[src/rtl/uart_pkg.sv]
// uart_pkg: shared UART types and default sizes
// Provides tx_feed_state_t plus UART_WIDTH / TX_FIFO_DEPTH defaults.
package uart_pkg;
  typedef enum logic [1:0] {IDLE, LAUNCH, WAIT_BUSY, WAIT_DONE} tx_feed_state_t;
  localparam int UART_WIDTH = 8;
  localparam int TX_FIFO_DEPTH = 16;
endpackage

[src/rtl/sync_fifo.sv]
// sync_fifo: single-clock FIFO with registered count/full/empty/almost_full and flush
// Ports: clk, reset (async high); wr_en/wr_data push; rd_en pops; flush empties;
// rd_data is the head entry; full, almost_full, empty, count report fill level.
module sync_fifo import uart_pkg::*; #(
  parameter int WIDTH_SIZE = UART_WIDTH,
  parameter int DEPTH = TX_FIFO_DEPTH,
  parameter int AF_THRESH = 12
) (
  input  logic                    clk,
  input  logic                    reset,
  input  logic                    wr_en,
  input  logic [WIDTH_SIZE-1:0]   wr_data,
  input  logic                    rd_en,
  input  logic                    flush,
  output logic [WIDTH_SIZE-1:0]   rd_data,
  output logic                    full,
  output logic                    almost_full,
  output logic                    empty,
  output logic [$clog2(DEPTH):0]  count
);
  localparam int AW = $clog2(DEPTH);
  localparam int CW = AW + 1;
  logic [WIDTH_SIZE-1:0] r_mem [DEPTH];
  logic [AW-1:0] r_wr_ptr, r_rd_ptr;
  logic [CW-1:0] r_count, w_count_n;
  logic r_full, r_af, r_empty;
  logic w_push, w_pop;
  // full/empty are the registered pre-edge flags, so a write while full is dropped even alongside a pop
  assign w_push = wr_en && !r_full && !flush;
  assign w_pop = rd_en && !r_empty && !flush;
  assign w_count_n = flush ? '0 : r_count + CW'(w_push) - CW'(w_pop);
  assign rd_data = r_mem[r_rd_ptr];
  assign full = r_full;
  assign almost_full = r_af;
  assign empty = r_empty;
  assign count = r_count;
  always_ff @(posedge clk)
    if (w_push) r_mem[r_wr_ptr] <= wr_data;
  always_ff @(posedge clk or posedge reset)
    if (reset) begin
      r_wr_ptr <= '0;
      r_rd_ptr <= '0;
      r_count <= '0;
      r_full <= 1'b0;
      r_af <= 1'b0;
      r_empty <= 1'b1;
    end else begin
      r_wr_ptr <= flush ? '0 : r_wr_ptr + AW'(w_push);
      r_rd_ptr <= flush ? '0 : r_rd_ptr + AW'(w_pop);
      r_count <= w_count_n;
      r_full <= w_count_n == CW'(DEPTH);
      r_af <= w_count_n >= CW'(AF_THRESH);
      r_empty <= w_count_n == '0;
    end
endmodule

[src/rtl/uart_tx_feeder.sv]
// uart_tx_feeder: buffers host bytes and launches them one frame at a time into the UART transmitter
// Ports: clk, reset (async high); wr_en/wr_data host writes; flush, clear_ovf controls;
// full, almost_full, empty, count, overflow status; ready from UART; Tx_valid/input_tx to UART.
module uart_tx_feeder import uart_pkg::*; #(
  parameter int WIDTH_SIZE = UART_WIDTH,
  parameter int DEPTH = TX_FIFO_DEPTH,
  parameter int AF_THRESH = 12,
  parameter int BUSY_TIMEOUT = 4
) (
  input  logic                    clk,
  input  logic                    reset,
  input  logic                    wr_en,
  input  logic [WIDTH_SIZE-1:0]   wr_data,
  input  logic                    flush,
  input  logic                    clear_ovf,
  output logic                    full,
  output logic                    almost_full,
  output logic                    empty,
  output logic [$clog2(DEPTH):0]  count,
  output logic                    overflow,
  input  logic                    ready,
  output logic                    Tx_valid,
  output logic [WIDTH_SIZE-1:0]   input_tx
);
  localparam int TW = $clog2(BUSY_TIMEOUT + 1);
  tx_feed_state_t r_state;
  logic [TW-1:0] r_timer;
  logic [WIDTH_SIZE-1:0] r_input_tx, w_head;
  logic r_tx_valid, r_overflow;
  logic w_launch, w_drop;
  assign w_launch = r_state == IDLE && !empty && ready && !flush;
  assign w_drop = wr_en && full && !flush;
  assign Tx_valid = r_tx_valid;
  assign input_tx = r_input_tx;
  assign overflow = r_overflow;
  sync_fifo #(.WIDTH_SIZE(WIDTH_SIZE), .DEPTH(DEPTH), .AF_THRESH(AF_THRESH)) u_fifo (
    .clk(clk), .reset(reset), .wr_en(wr_en), .wr_data(wr_data), .rd_en(w_launch),
    .flush(flush), .rd_data(w_head), .full(full), .almost_full(almost_full),
    .empty(empty), .count(count)
  );
  always_ff @(posedge clk or posedge reset)
    if (reset) begin
      r_state <= IDLE;
      r_timer <= '0;
      r_input_tx <= '0;
      r_tx_valid <= 1'b0;
      r_overflow <= 1'b0;
    end else begin
      r_overflow <= w_drop ? 1'b1 : clear_ovf ? 1'b0 : r_overflow;
      r_tx_valid <= w_launch;
      case (r_state)
        IDLE: if (w_launch) begin
          r_state <= LAUNCH;
          r_input_tx <= w_head;
        end
        LAUNCH: begin
          r_state <= WAIT_BUSY;
          r_timer <= '0;
        end
        // a UART that never drops ready is assumed to have missed or finished the frame
        WAIT_BUSY: if (!ready) r_state <= WAIT_DONE;
          else if (r_timer == TW'(BUSY_TIMEOUT - 1)) r_state <= IDLE;
          else r_timer <= r_timer + TW'(1);
        WAIT_DONE: if (ready) r_state <= IDLE;
        default: r_state <= IDLE;
      endcase
    end
endmodule

[config.mk]
export PLATFORM = sky130hd
export DESIGN_NAME = uart_tx_feeder
export DESIGN_NICKNAME = d
export VERILOG_FILES = /design/src/rtl/uart_pkg.sv /design/src/rtl/sync_fifo.sv /design/src/rtl/uart_tx_feeder.sv
export SDC_FILE = /design/constraint.sdc
export NUM_CORES = 1
export LEC_CHECK = 0
export BUFFER_PORTS_ARGS = -buffer_cell sky130_fd_sc_hd__buf_4
export CAP_MARGIN = 20
export CORE_MARGIN = 2
export CORE_UTILIZATION = 56
export DETAILED_ROUTE_END_ITERATION = 12
export MAX_ROUTING_LAYER = met4
export PLACE_DENSITY = 0.74
export SYNTH_ARGS = -nofsm -noshare
export SYNTH_HDL_FRONTEND = slang
export SYNTH_HIERARCHICAL = 1
export SYNTH_SLANG_ARGS = --single-unit
[constraint.sdc]
create_clock -name clk -period 6 [get_ports clk]
set_input_delay 0.3 -clock clk [delete_from_list [all_inputs] [get_ports clk]]
set_output_delay 0.3 -clock clk [all_outputs]
set_load 0.005 [all_outputs]
; Yosys cells after proc, flatten, opt, wreduce, memory -nomap -nowiden
; Memories as Yosys holds them, arrays and structs flattened. A register that Yosys moved wholly into a read port is not among the register bits.
; Index checks and enable logic that the tools add are counted.
[totals]
register_bits = 23
ram_bits = 128
output_inout_bits = 18
elab_cells = 61
n_memories = 1
[memory_table]
columns = memory, depth, width, read_ports, rd_clocked_by_memory_dff, write_ports, line_no
row1 = u_fifo.r_mem, 16, 8, 1, 1, 1, sync_fifo.sv:23  ; logic [WIDTH_SIZE-1:0] r_mem [DEPTH];
[op_classes]
addsub = 5
n_lt_le_gt_ge = 1
eq_ne = 10
n_mux = 15
n_reduce_logical = 19
[op_table]
columns = cell, n
row1 = logical AND 1 bit, 9
row2 = adder 4 x 1 -> 4 bit, 2
row3 = 2-to-1 mux 2 bit, 4
row4 = 2-to-1 mux 4 bit, 2
row5 = case mux 2 bit (4 select lines), 1
row6 = 2-to-1 mux 3 bit, 2
row7 = != test 2 bit (second input constant), 3
row8 = case mux 3 bit (2 select lines), 1
row9 = AND reduction 3 bit, 2
row10 = adder 5 x 1 -> 5 bit, 1
row11 = == test 5 bit (second input constant), 1
row12 = >= comparator 5 x 4 -> 1 bit (second input constant), 1
row13 = logical NOT 5 bit, 1
row14 = 2-to-1 mux 5 bit, 1
row15 = subtractor 5 x 1 -> 5 bit, 1
row16 = == test 2 bit (second input constant), 2
row17 = 2-to-1 mux 1 bit, 4
row18 = nonzero test 2 bit, 2
row19 = adder 3 x 1 -> 3 bit (second input constant), 1
row20 = == test 3 x 2 -> 1 bit (second input constant), 1
row21 = logical NOT 1 bit, 3
row22 = != test 3 bit (second input constant), 1
row23 = == test 2 x 1 -> 1 bit (second input constant), 1
row24 = logical NOT 2 bit, 1
row25 = 2 further kinds, 2

; Logic depth before layout (Yosys ltp)
[depth]
depth_word = 9
ltp_mapped = 12

; Modules after synthesis
; The synthesis kept the hierarchy.
[by_module_without_submodules]
columns = mod, instances, cells_each, area_each_um2, seq_area_each_um2
row1 = sync_fifo, 1, 295, 5798.1, 4245.3
row2 = uart_tx_feeder, 1, 50, 696.9, 375.4

; Least setup slack after synthesis
; Ideal clock, no wire load.
[synth_timing]
path_type = register to register
start = register r_state[1]
end = register u_fifo.r_full, in the netlist u_fifo/full
setup_time_ns = 0.101
arrival_ns = 2.676
setup_slack_ns = 3.223
path_stages_with_launch = 13
n_path_buf = 2
path_cell_list = dfrtp_1 -> buf_6 -> nor4b_2 -> buf_6 -> nor3b_1 -> ha_1 -> inv_1 -> ha_1 -> fa_1 -> a21o_1 -> a21oi_1 -> xnor2_1 -> nor4_1
[synth_between]
elab_chain_len = 9
[synth_lines]
columns = element, line_no
row1 = "start, declared", uart_tx_feeder.sv:26  ; tx_feed_state_t r_state;
row2 = "start signal, assigned", uart_tx_feeder.sv:43  ; r_state <= IDLE;
row3 = "start signal, assigned", uart_tx_feeder.sv:53  ; r_state <= LAUNCH;
row4 = "start signal, assigned", uart_tx_feeder.sv:57  ; r_state <= WAIT_BUSY;
row5 = logical NOT 2 bit, uart_tx_feeder.sv:31  ; assign w_launch = r_state == IDLE && !empty && ready && !flush;
row6 = logical AND 1 bit (3 in a row), uart_tx_feeder.sv:31
row7 = via w_launch, uart_tx_feeder.sv:30  ; logic w_launch, w_drop;
row8 = logical AND 1 bit (2 in a row), sync_fifo.sv:30  ; assign w_pop = rd_en && !r_empty && !flush;
row9 = subtractor 5 x 1 -> 5 bit, sync_fifo.sv:31  ; assign w_count_n = flush ? '0 : r_count + CW'(w_push) - CW'(w_pop);
row10 = 2-to-1 mux 5 bit, sync_fifo.sv:31
row11 = == test 5 bit, sync_fifo.sv:51  ; r_full <= w_count_n == CW'(DEPTH);
row12 = "end signal, assigned", sync_fifo.sv:51
row13 = "end, declared", sync_fifo.sv:26  ; logic r_full, r_af, r_empty;
; The timed path passes the listed nets, and every way through them passes these cells.
; A chain may end at the register's enable or synchronous reset.

; Worst setup path after layout
[layout_timing]
start = register r_state[1]
end = register u_fifo.r_full, in the netlist u_fifo/full
[layout_between]
elab_chain_len = 9
[layout_lines]
columns = element, line_no
row1 = logical NOT 2 bit, uart_tx_feeder.sv:31
row2 = logical AND 1 bit (3 in a row), uart_tx_feeder.sv:31
row3 = logical AND 1 bit (2 in a row), sync_fifo.sv:30
row4 = subtractor 5 x 1 -> 5 bit, sync_fifo.sv:31
row5 = 2-to-1 mux 5 bit, sync_fifo.sv:31
row6 = == test 5 bit, sync_fifo.sv:51
; No other way between the ends.

==> results by group <==
Synth
  • Yosys warning count: 6
  • Seq cells post-synth: 159
  • Cells after synthesis: 345
  • Syn Nets: 371
  • Post-Syn Area: 6490 um^2
  • Syn_area_per_cell: 18.8 um^2
  • Sequential area share after synthesis: 71.1%
  • Synth cell types: 42

STA
  • Period minus WS final: 3.02 ns
  • Maximum clock rate: 331 MHz
  • Final Hold Viols: 0
  • RSZ-0062 raised after global routing: no
  • Fin. max-slew vios: 0
  • Clock Skews: 0.00822 ns
  • TNS Setup: 0 ns
  • Fin crit share: 50.3%
  • Final setup fails: 0
  • Slew HR: 33.2%
  • Slew @ Worst Pin: 0.995 ns

CTS
  • Clock Path Buffers: 2
  • Hold_buf cts: 1
  • Number of buffers created by CTS: 17
  • CTS tree: yes
  • Worst skew pair latency: 0.41 ns
  • Root buf cell: clkbuf_16
  • Worst-path clk slew: 0.06 ns
  • H-Tree Depth: 4
  • Total clock sinks: 159
  • Cts repair resizes: 0
  • Post CTS Setup Buffer Count: 0

Layout
  • Ratio of cells with drive above 1 in the final layout: 23.4%
  • Multi-input logic area: 1690 um^2
  • Nets: 411
  • FILL cells: 769
  • # diodes: 0
  • P&R area growth vs syn: 14.3%
  • Storage element area: 4620 um^2
  • Most frequent cells in the layout: edfxtp_1, buf_4, dfrtp_1, nor2_1, mux4_2
  • Commonest non-fill, non-tap cell in the layout: edfxtp_1
  • Final core occ: 65.3%

Setup path
  • Worst reg-to-reg setup slack: 2.98 ns
  • Critical R2R Capture: u_fifo/full$_DFF_PP0_
  • Worst EP arrival: 3.34 ns
  • CP Class: reg2reg
  • CP startpoint: r_state[1]$_DFFE_PP0P_
  • Nature of the critical path startpoint: register
  • Reg2reg path depth: 11
  • Critical path data required time: 6.31 ns
  • CP endpoint: u_fifo/full$_DFF_PP0_
  • Reg2Reg Launch Point: r_state[1]$_DFFE_PP0P_
  • CP Capture Type: register
  • Crit Path Max Fanout: 11

Power
  • Peak supply drop: 230 uV
  • Total Power: 2720 uW
  • Sequential Power Share: 48.4%
  • P_sw: 596 uW
  • Sw Ratio: 21.9%
  • Clock power share: 40.1%
  • Logic pwr share: 11.4%
  • Leakage power: 0.00267 uW
  • Internal Power: 2120 uW
  • Power Density: 366 nW/um^2

Worst hold path
  • Hold Crit Class: in2reg

Route
  • Vias post-DR: 3308
  • Avg Vias per Cell: 6.13
  • Routed wire length: 12100 um
  • Post-DRT Antenna Nets: 0
  • DRC errors left: 0
  • Drt pass-1 iters: 5
  • DR WL/cell: 22.4 um
  • Starting DRT DRC Count: 411

Placement
  • DPL Wire Length: 7550 um
  • GPL Wtd Cong: 0.849
  • Port buffer count: 31

Run status
  • Status: finished, final reports clean

Floorplan
  • Die height: 112 um
  • # IOs: 32
  • Die Wd: 112 um
  • Initial core utilization: 57.1%
  • Core footprint: 11400 um^2
  • Row count: 39
  • Die ar.: 12500 um^2

GRT
  • Largest net degree at the start of global routing: 35
  • First-pass GRT wire length: 18900 um
  • Vias in the first global route: 3362
  • Initial antenna violation count: 0
  • Total congestion overflow: 0
  • GRT Overall Usage: 21.3%

Run
  • Max-cap viol count: 0
[per-stage QoR]
stage          setup slack, ns  hold slack, ns  std cells  cell area [um^2]
2_1_floorplan             3.22           0.201        345              6490
6_report                  2.98          0.0647        540              7430
5_1_grt                   2.70          0.0520        540              7430
3_5_place_dp              2.91           0.395        508              6820
3_3_place_gp              3.00           0.379        508              6820
4_1_cts                   2.96          0.0485        540              7430
[final cells by class]
cell class	instances	area share, %
clock inverters	13	2.27
inverters	12	0.607
multi-input cells	157	22.8
clock buffers	18	5.78
flip-flops and latches	159	62.3
repair buffers	38	3.88
well taps	143	2.41
[synth_stat cells, drive strengths merged]
cell,n,share of area [%]
edfxtp,128,59
fa,1,0.31
nor2b,7,0.67
ha,11,2.1
mux2,8,1.8
buf,10,1.4
nor3,4,0.31
xnor2,5,0.67
o211ai,1,0.12
nor3b,1,0.12
nand3,3,0.23
nand3b,2,0.23
nand2,12,0.69
a22oi,16,1.8
o22ai,1,0.096
nor4bb,2,0.31
a21o,4,0.46
dfrtp,30,12
inv,12,0.69
a21oi,5,0.39
o2bb2ai,3,0.40
o21a,1,0.12
dfstp,1,0.40
o31a,1,0.13
nor4b,1,0.23
or3,1,0.096
nor2,23,1.3
and2,1,0.096
nand4b,1,0.13
a41o,1,0.15
nor4,1,0.096
clkdlybuf4s25,3,0.46
clkbuf,4,0.25
xor2,4,0.54
and2b,1,0.12
mux4,32,12
nand2b,3,0.29
[worst min path at each step]
stage / from / to / cells past startpoint / slack (ns)
after floorplan: reset / Tx_valid$_DFF_PP0_ / 1 / 0.20
after global placement: reset / overflow$_DFFE_PP0P_ / 2 / 0.38
after detailed placement: reset / overflow$_DFFE_PP0P_ / 2 / 0.40
after CTS: clear_ovf / overflow$_DFFE_PP0P_ / 2 / 0.05
after global routing: clear_ovf / overflow$_DFFE_PP0P_ / 2 / 0.05
final: clear_ovf / overflow$_DFFE_PP0P_ / 2 / 0.06
[kinds of logic after synthesis]
kind of cell	synth area share, %
buf+inv	2.79
compound gates	3.72
simple gates	4.95
flops	71.1
fa+ha+maj	2.43
xor+xnor	1.21
mux	13.8
[power groups by stage]
stage / Sequential (uW) / Combinational [uW] / Clock, uW
after global placement: 1340 / 300 / 0
after detailed placement: 1340 / 313 / 0
after CTS: 1320 / 315 / 1110
final: 1320 / 311 / 1090
after floorplan: 1330 / 197 / 0
after global routing: 1330 / 343 / 1170
[state kept, by name, indices dropped and copies added (netlist names)]
signal              flops
u_fifo/empty            1
r_timer                 3
Tx_valid                1
u_fifo/full             1
u_fifo/count            5
u_fifo/r_mem          128
input_tx                8
overflow                1
u_fifo/almost_full      1
u_fifo/r_wr_ptr         4
r_state                 2
u_fifo/r_rd_ptr         4
[critical path, stage by stage, from the launching register on]
cell and delay [ns]:
dfrtp_1 0.47, nor4b_2 0.30, buf_4 0.25, nor3b_1 0.31, ha_1 0.18, inv_1 0.04
ha_1 0.20, fa_1 0.41, a21o_1 0.17, a21oi_1 0.16, xnor2_1 0.15, nor4_1 0.27
[metal layers]
metal	GRT usage [%]	up-vias	wire length, um
li1	-	1449	-
met1	29.5	1697	5110
met3	5.44	25	670
met2	31.8	137	6060
met5	-	-	0
met4	6.67	0	242
No activity file was read; power rests on OpenSTA's default activity.
